## src/rtl/tc_deser.sv

```systemverilog
// tc_deser: collects an LSB-first serial bit stream into W-bit words and
// presents each completed word on a valid/ready output register. Framing
// comes from s_first, which marks bit 0 of every word. Framing violations
// and dropped words are reported as single-cycle registered pulses.
//
// Output handshake: a word is transferred on every rising edge where
// m_valid && m_ready. m_data is held stable while m_valid=1 and m_ready=0.
// A word completing on the same edge as a transfer replaces the taken word
// with no bubble. A word completing while the held word is not taken is
// dropped.
module tc_deser #(
  parameter int W = 8
) (
  input  logic         t_clk,
  input  logic         r,
  input  logic         s_bit,
  input  logic         s_valid,
  input  logic         s_first,
  output logic [W-1:0] m_data,
  output logic         m_sign,
  output logic         m_valid,
  input  logic         m_ready,
  output logic         frame_err,
  output logic         ovr_err,
  output logic         dbg_state
);

  localparam int CW = $clog2(W + 1);

  typedef enum logic {
    IDLE  = 1'b0,
    SHIFT = 1'b1
  } state_t;

  state_t         state;
  logic [CW-1:0]  count;
  logic [W-1:0]   sh;

  logic           accept;
  logic           bad_frame;
  logic           done;
  logic           out_free;
  logic [CW-1:0]  idx;
  logic [W-1:0]   cur_word;

  // Decode the current input bit: where it lands, whether it completes a
  // word, and whether it breaks framing.
  always_comb begin
    accept    = s_valid && (s_first || (state == SHIFT));
    bad_frame = s_valid && (((state == IDLE) && !s_first) ||
                            ((state == SHIFT) && s_first));
    idx       = s_first ? '0 : count;
    // A restart clears any stale bits left by an abandoned partial word.
    cur_word  = s_first ? '0 : sh;
    for (int i = 0; i < W; i++) begin
      if (CW'(i) == idx) cur_word[i] = s_bit;
    end
    done      = accept && (idx == CW'(W - 1));
    out_free  = !m_valid || m_ready;
  end

  // Framing FSM, shift register, output register and error pulses.
  always_ff @(posedge t_clk or negedge r) begin
    if (!r) begin
      state     <= IDLE;
      count     <= '0;
      sh        <= '0;
      m_data    <= '0;
      m_valid   <= 1'b0;
      frame_err <= 1'b0;
      ovr_err   <= 1'b0;
    end else begin
      frame_err <= bad_frame;
      ovr_err   <= done && !out_free;

      if (accept) begin
        sh <= cur_word;
        if (done) begin
          state <= IDLE;
          count <= '0;
        end else begin
          state <= SHIFT;
          count <= idx + CW'(1);
        end
      end

      if (done && out_free) begin
        m_data  <= cur_word;
        m_valid <= 1'b1;
      end else if (m_valid && m_ready) begin
        m_valid <= 1'b0;
      end
    end
  end

  assign m_sign    = m_data[W-1];
  assign dbg_state = state;

endmodule

```

## config.mk

```make
export PLATFORM = sky130hd
export DESIGN_NAME = tc_deser
export DESIGN_NICKNAME = d
export VERILOG_FILES = /design/src/rtl/tc_deser.sv
export SDC_FILE = /design/constraint.sdc
export NUM_CORES = 1
export LEC_CHECK = 0
export CAP_MARGIN = 15
export CORE_MARGIN = 4
export CORE_UTILIZATION = 45
export DETAILED_ROUTE_END_ITERATION = 10
export PLACE_DENSITY_LB_ADDON = 0.15
export SYNTH_ARGS = -nofsm -noshare
export SYNTH_HDL_FRONTEND = slang
export SYNTH_SLANG_ARGS = --single-unit
```

## constraint.sdc

```tcl
create_clock -name t_clk -period 3.05 [get_ports t_clk]
set_input_delay 0.4575 -clock t_clk [delete_from_list [all_inputs] [get_ports t_clk]]
set_output_delay 0.4575 -clock t_clk [all_outputs]
set_load 0.01 [all_outputs]
```

==> results of run 1 <==
worst paths after layout:
| path | startpoint | endpoint | slack [ns] | cells past startpoint |
|---|---|---|---|---|
| min in group t_clk | sh[5] | sh[5] | 0.49 | 2 |
| max | s_first | m_data[3] | 1.04 | 7 |
| max in group asynchronous | r | count[3] | 2.34 | 2 |
| max reg2reg | dbg_state | m_data[3] | 1.30 | 6 |
| min reg2reg | sh[5] | sh[5] | 0.49 | 2 |
| min | r | ovr_err | 0.47 | 2 |
stage by stage:
step / utilization / power (mW) / cells / hold slack (ns) / instance area, um2
final: 0.561 / 0.735 / 155 / 0.474 / 1390
after global routing: 0.561 / 0.787 / 155 / 0.478 / 1390
after CTS: 0.561 / 0.744 / 155 / 0.486 / 1390
after detailed placement: 0.549 / 0.604 / 151 / 0.467 / 1360
after global placement: 0.549 / 0.599 / 151 / 0.459 / 1360
after floorplan: - / 0.512 / 108 / 0.162 / 1170
report_power, final:
group / internal, mW / switching (mW) / leakage (nW) / total (mW)
sequential: 0.350 / 0.0428 / 0.301 / 0.393
combinational: 0.113 / 0.0871 / 0.333 / 0.200
clock: 0.0490 / 0.0928 / 0.0177 / 0.142
total: 0.512 / 0.223 / 0.651 / 0.735
state kept, by name, summed over array words and instances (netlist names):
register / count
m_data: 8
dbg_state: 1
frame_err: 1
m_valid: 1
sh: 7
ovr_err: 1
count: 4
cells in the mapped netlist:
master	instances	area share
sky130_fd_sc_hd__clkbuf_1	3	0.0096
sky130_fd_sc_hd__or3_1	1	0.0054
sky130_fd_sc_hd__o31ai_1	5	0.032
sky130_fd_sc_hd__nand4b_4	1	0.020
sky130_fd_sc_hd__a21oi_1	8	0.034
sky130_fd_sc_hd__mux2_4	4	0.051
sky130_fd_sc_hd__ha_1	1	0.011
sky130_fd_sc_hd__mux2_2	2	0.019
sky130_fd_sc_hd__nor4b_4	1	0.020
sky130_fd_sc_hd__nand3_1	1	0.0043
sky130_fd_sc_hd__or2b_1	1	0.0064
sky130_fd_sc_hd__dfrtp_1	23	0.49
sky130_fd_sc_hd__mux2i_1	8	0.068
sky130_fd_sc_hd__nand4_1	1	0.0054
sky130_fd_sc_hd__inv_1	3	0.0096
sky130_fd_sc_hd__a21boi_0	1	0.0064
sky130_fd_sc_hd__nor2_1	12	0.038
sky130_fd_sc_hd__buf_6	2	0.019
sky130_fd_sc_hd__buf_4	1	0.0064
sky130_fd_sc_hd__nor2b_1	4	0.021
sky130_fd_sc_hd__and4bb_2	2	0.021
sky130_fd_sc_hd__o21ai_1	2	0.0086
sky130_fd_sc_hd__nand2_1	8	0.026
sky130_fd_sc_hd__nand2b_1	1	0.0054
sky130_fd_sc_hd__a31oi_1	1	0.0054
sky130_fd_sc_hd__o21a_1	1	0.0064
sky130_fd_sc_hd__o21ai_0	6	0.026
sky130_fd_sc_hd__nor4b_1	1	0.0075
sky130_fd_sc_hd__buf_2	3	0.013
final cells by class:
type	instances	area, um2
multi-input cells	73	527
flip-flops and latches	23	576
fillers	245	1090
well taps	30	37.5
inverters	3	11.3
repair buffers	22	210
clock buffers	3	22.5
clock inverters	1	5.00
metal layers:
metal	GRT usage	vias up
met5	0	-
met4	0.0680	0
met3	0.0283	2
met2	0.227	14
met1	0.196	391
li1	-	410
critical path, delay by kind of cell:
family	cells	cell delay, ns
and+or+nand+nor	2	0.47
adders and majority gates	1	0.20
muxes	1	0.35
buffers and inverters	3	0.76
cells by family after synthesis:
kind of cell / synth area share
flops: 0.492
mux: 0.139
simple gates: 0.182
fa+ha+maj: 0.0107
buf+inv: 0.0577
compound gates: 0.119
==> impl_metrics.yaml, run 1 <==
clock_network:
  post-cts-setup-buffer-count: 0
  clockBufferDepth: 2
  later_pin_clock_latency_in_the_skew_report_ns: 0.31
  hold_buffers: 0
  clkSlewWorstSetupHoldPaths_ns: 0.13
  clock_tree_root: "sky130_fd_sc_hd__clkbuf_4"
  clock-sinks: 23
  cts_tree: "built"
  cts-htree-levels: 1
  cts_resized: 0
  inserted_clock_buffers: 3
timing:
  setup_skew_after_layout_ns: 0.0110
  rsz0062_at_grt: "false"
  clock.fmax_mhz: 497
  setup-violations-final: 0
  worst-slew-pin-transition_ns: 0.447
  setup_total_negative_slack_ns: 0
  number_of_slew_limit_violations_in_the_final_report: 0
  timing.final.ws_setup_ns: 1.04
  final_period_minus_worst_setup_slack_ns: 2.01
  post-route-period-util: 0.660
  worst_slew_margin_rel: 0.702
  timing.final.hold_violations: 0
worst_setup_path:
  crit_path_start_kind: "input port"
  arrival_time_at_the_worst_endpoint_ns: 2.23
  crit_type: "input port to flop"
  critical_path_peak_fanout: 11
  worstPathCellList: "clkdlybuf4s50_1 > inv_1 > ha_1 > or2b_1 > nor4b_4 > buf_4 > mux2_2"
  critical_path.endpoint_type: "flop"
  crit_slowest_cell: "sky130_fd_sc_hd__clkdlybuf4s50_1"
  worstPathRequired_ns: 3.27
  crit_path_max_incr_delay_ns: 0.48
route:
  avgViaCountPerCell: 5.27
  dr.first_iter.drc_count: 18
  drcViolationCount: 0
  highest_layer: "met4"
  met3_wirelength_um: 107
  drt_pre_antenna_iters: 4
  met1_length_um: 990
  dr_wl_met2_um: 1090
  route.vias.total: 817
  post_drt_wl_per_cell_um: 14.2
  routed_wl_um: 2210
  detail-route-antenna-nets: 0
layout:
  antenna_cells: 0
  most-common-layout-cells: "sky130_fd_sc_hd__dfrtp_1 (23), sky130_fd_sc_hd__clkdlybuf4s50_1 (18), sky130_fd_sc_hd__nor2_1 (12)"
  layout.nets: 133
  final_common_cell: "sky130_fd_sc_hd__dfrtp_1"
  area.growth.synth_to_final_pct: 18.7
  share_of_layout_cells_above_drive_strength_1: 0.144
floorplanning:
  die_height_um: 59.0
  fp.dieArea_um2: 3480
  core_um2: 2480
  std_cell_rows: 18
  die_width_um: 59.0
  floorplan.initialDensity: 0.472
  i_o_pin_total: 19
power_and_ir_drop:
  worst_ir_drop_vdd_uv: 410
  power-per-cell-area_nw_per_um2: 529
  leakagePower_nw: 0.651
synth:
  syn-instance-count: 108
  synth-seq-area-share: 0.492
  synthesis.yosys.warnings: 0
  synth_area_um2: 1170
  yosysUniqueCellTypes: 29
  syn-num-nets: 115
  post_synth.cell_area_avg_um2: 10.8
  number_of_synthesized_register_bits: 23
flow_run:
  cap_viol_max_count: 0
global_route:
  globalRoute.totalOverflow: 0
  grt_antenna_before_repair: 0
  grt_first_pass_wirelength_um: 3750
  grt_pass1_vias: 795
  grt_max_degree: 24
  grt.total_usage: 0.146
place:
  finalWeightedCongestion: 0.743
  pre_cts_slack_ns: 0.682
  hpwl_um: 1580
  io_buffer_count: 18
status:
  outcome: "complete, no violations"
worst_hold_path:
  timing.hold.worst.class: "input port to asynchronous set/reset pin"
Power figures use the tool's default switching activity.
==> inputs of run 2 (changes only) <==
clock period = 1.94 ns   (was 3.05 ns; I/O delays follow)
==> run 2 against run 1 <==
Net effect:
- sequential power up 57%
- non-clock buffer count grew 3
- global-route usage rose by 0.45 points
- final area increased by 1.5%
- count of clock-buffer cells in the layout is 1 higher
- core utilization up 0.86 points
- die area stayed put
- clock power grew 54%
- via count rose by 4.4%
- power is 58% higher
- first-iteration DRC count down 5.6%
- worst hold slack got worse by 0.15 ns
- critical path type unchanged
==> impl_metrics.yaml, run 2 (synthesis results as in run 1) <==
floorplanning:
  die_width_um: 59.0
  fp.dieArea_um2: 3480
  std_cell_rows: 18
  core_um2: 2480
  i_o_pin_total: 19
  die_height_um: 59.0
  floorplan.initialDensity: 0.472
clock_network:
  post-cts-setup-buffer-count: 0
  later_pin_clock_latency_in_the_skew_report_ns: 0.30
  hold_buffers: 0
  cts-htree-levels: 1
  cts_resized: 0
  inserted_clock_buffers: 3
  clock_tree_root: "sky130_fd_sc_hd__clkbuf_4"
  clockBufferDepth: 2
  cts_tree: "built"
  clock-sinks: 23
  clkSlewWorstSetupHoldPaths_ns: 0.12
layout:
  final-instance-count-excl-fill: 158
  layout.nets: 136
  layout.cell_area.non_filler_um2: 1410
  final_common_cell: "sky130_fd_sc_hd__dfrtp_1"
  largest_register_ffs: 8
  antenna_cells: 0
  largestRegisters: "m_data (8), sh (7), count (4)"
  area.growth.synth_to_final_pct: 20.5
  most-common-layout-cells: "sky130_fd_sc_hd__dfrtp_1 (23), sky130_fd_sc_hd__clkdlybuf4s50_1 (18), sky130_fd_sc_hd__nor2_1 (12)"
  fin_util: 0.569
  share_of_layout_cells_above_drive_strength_1: 0.156
  top_register: "m_data"
worst_setup_path:
  critical_path_peak_fanout: 7
  crit_path_start_kind: "input port"
  crit_family: "buffers and inverters"
  crit_slowest_cell: "sky130_fd_sc_hd__clkdlybuf4s50_1"
  path_buf_inv: 3
  critical_path.endpoint_type: "flop"
  setup.worst_path.start: "s_first"
  r2r_start: "dbg_state"
  rrSetupSlack_ns: 0.22
  worstPathRequired_ns: 2.14
  arrival_time_at_the_worst_endpoint_ns: 2.04
  worstPathCellList: "clkdlybuf4s50_1 > inv_1 > ha_1 > or2b_1 > nor4b_4 > buf_4 > mux2_2"
  crit_path_max_incr_delay_ns: 0.48
  crit_type: "input port to flop"
power_and_ir_drop:
  leakagePower_nw: 0.664
  power.combinational.fraction: 0.280
  power-per-cell-area_nw_per_um2: 823
  sw_frac_of_total: 0.300
  clock_power_share: 0.189
  switching_power_mw: 0.348
  worst_ir_drop_vdd_uv: 580
  power_report.internal_total_mw: 0.812
  share_seq_of_total_power: 0.531
  design_power_total_mw: 1.16
route:
  avgViaCountPerCell: 5.40
  post_drt_wl_per_cell_um: 14.6
  dr.first_iter.drc_count: 17
  route.vias.total: 853
  drcViolationCount: 0
  detail-route-antenna-nets: 0
  routed_wl_um: 2300
  drt_pre_antenna_iters: 5
global_route:
  grt_first_pass_wirelength_um: 3920
  grt_pass1_vias: 817
  grt_max_degree: 24
  grt_antenna_before_repair: 0
  grt.total_usage: 0.151
  globalRoute.totalOverflow: 0
timing:
  rsz0062_at_grt: "false"
  timing.final.hold_violations: 0
  post-route-period-util: 0.948
  setup-violations-final: 0
  worst_slew_margin_rel: 0.723
  clock.fmax_mhz: 544
  setup_skew_after_layout_ns: 0.000528
  number_of_slew_limit_violations_in_the_final_report: 0
  final_period_minus_worst_setup_slack_ns: 1.84
  timing.final.ws_setup_ns: 0.102
  worst-slew-pin-transition_ns: 0.416
place:
  count_of_placed_standard_cells_including_taps: 154
  finalWeightedCongestion: 0.718
  io_buffer_count: 18
  pre_cts_slack_ns: -0.222
  placed_area_um2: 1380
  hpwl_um: 1660
worst_hold_path:
  timing.hold.worst.class: "input port to asynchronous set/reset pin"
status:
  outcome: "complete, no violations"
flow_run:
  cap_viol_max_count: 0
-- run 2: layout make-up --
cell class	instances	area, um2
Fill cell	234	1070
Sequential cell	23	576
Multi-Input combinational cell	73	527
Timing Repair Buffer	25	233
Tap cell	30	37.5
Clock buffer	4	26.3
Inverter	3	11.3
-- run 2: metal layers --
layer  global-route usage  share of wire
met1                0.218           0.47
met2                0.226           0.46
met3               0.0240          0.056
met4               0.0583         0.0078
met5                    0              0
-- run 2: worst register-to-register path, cell delays in order, from the launching register on --
cell                      delay, ns
sky130_fd_sc_hd__dfrtp_1       0.36
sky130_fd_sc_hd__inv_1         0.06
sky130_fd_sc_hd__ha_1          0.18
sky130_fd_sc_hd__or2b_1        0.27
sky130_fd_sc_hd__nor4b_4       0.21
sky130_fd_sc_hd__buf_4         0.21
sky130_fd_sc_hd__mux2_2        0.34
-- run 2: power groups by stage --
stage	sequential [mW]	clock [mW]	combinational [mW]
6_report	0.616	0.219	0.324
5_1_grt	0.634	0.252	0.355
4_1_cts	0.617	0.230	0.330
3_5_place_dp	0.627	0	0.328
3_3_place_gp	0.622	0	0.323
2_1_floorplan	0.627	0	0.177
-- run 2: path summary, 6_finish.rpt --
check | to | depth (start not counted)
worst max-delay path | m_data[3] | 7
worst min-delay path | frame_err | 2
worst max register to register | m_data[3] | 6
worst min register to register | sh[6] | 2
max in group asynchronous | m_data[7] | 2
min in group t_clk | sh[6] | 2
-- run 2: metrics by stage --
step	hold slack, ns	setup TNS, ns
final	0.325	0
after global routing	0.324	0
after CTS	0.327	0
after detailed placement	0.468	-1.69
after global placement	0.459	-1.30
after floorplan	-0.00459	0
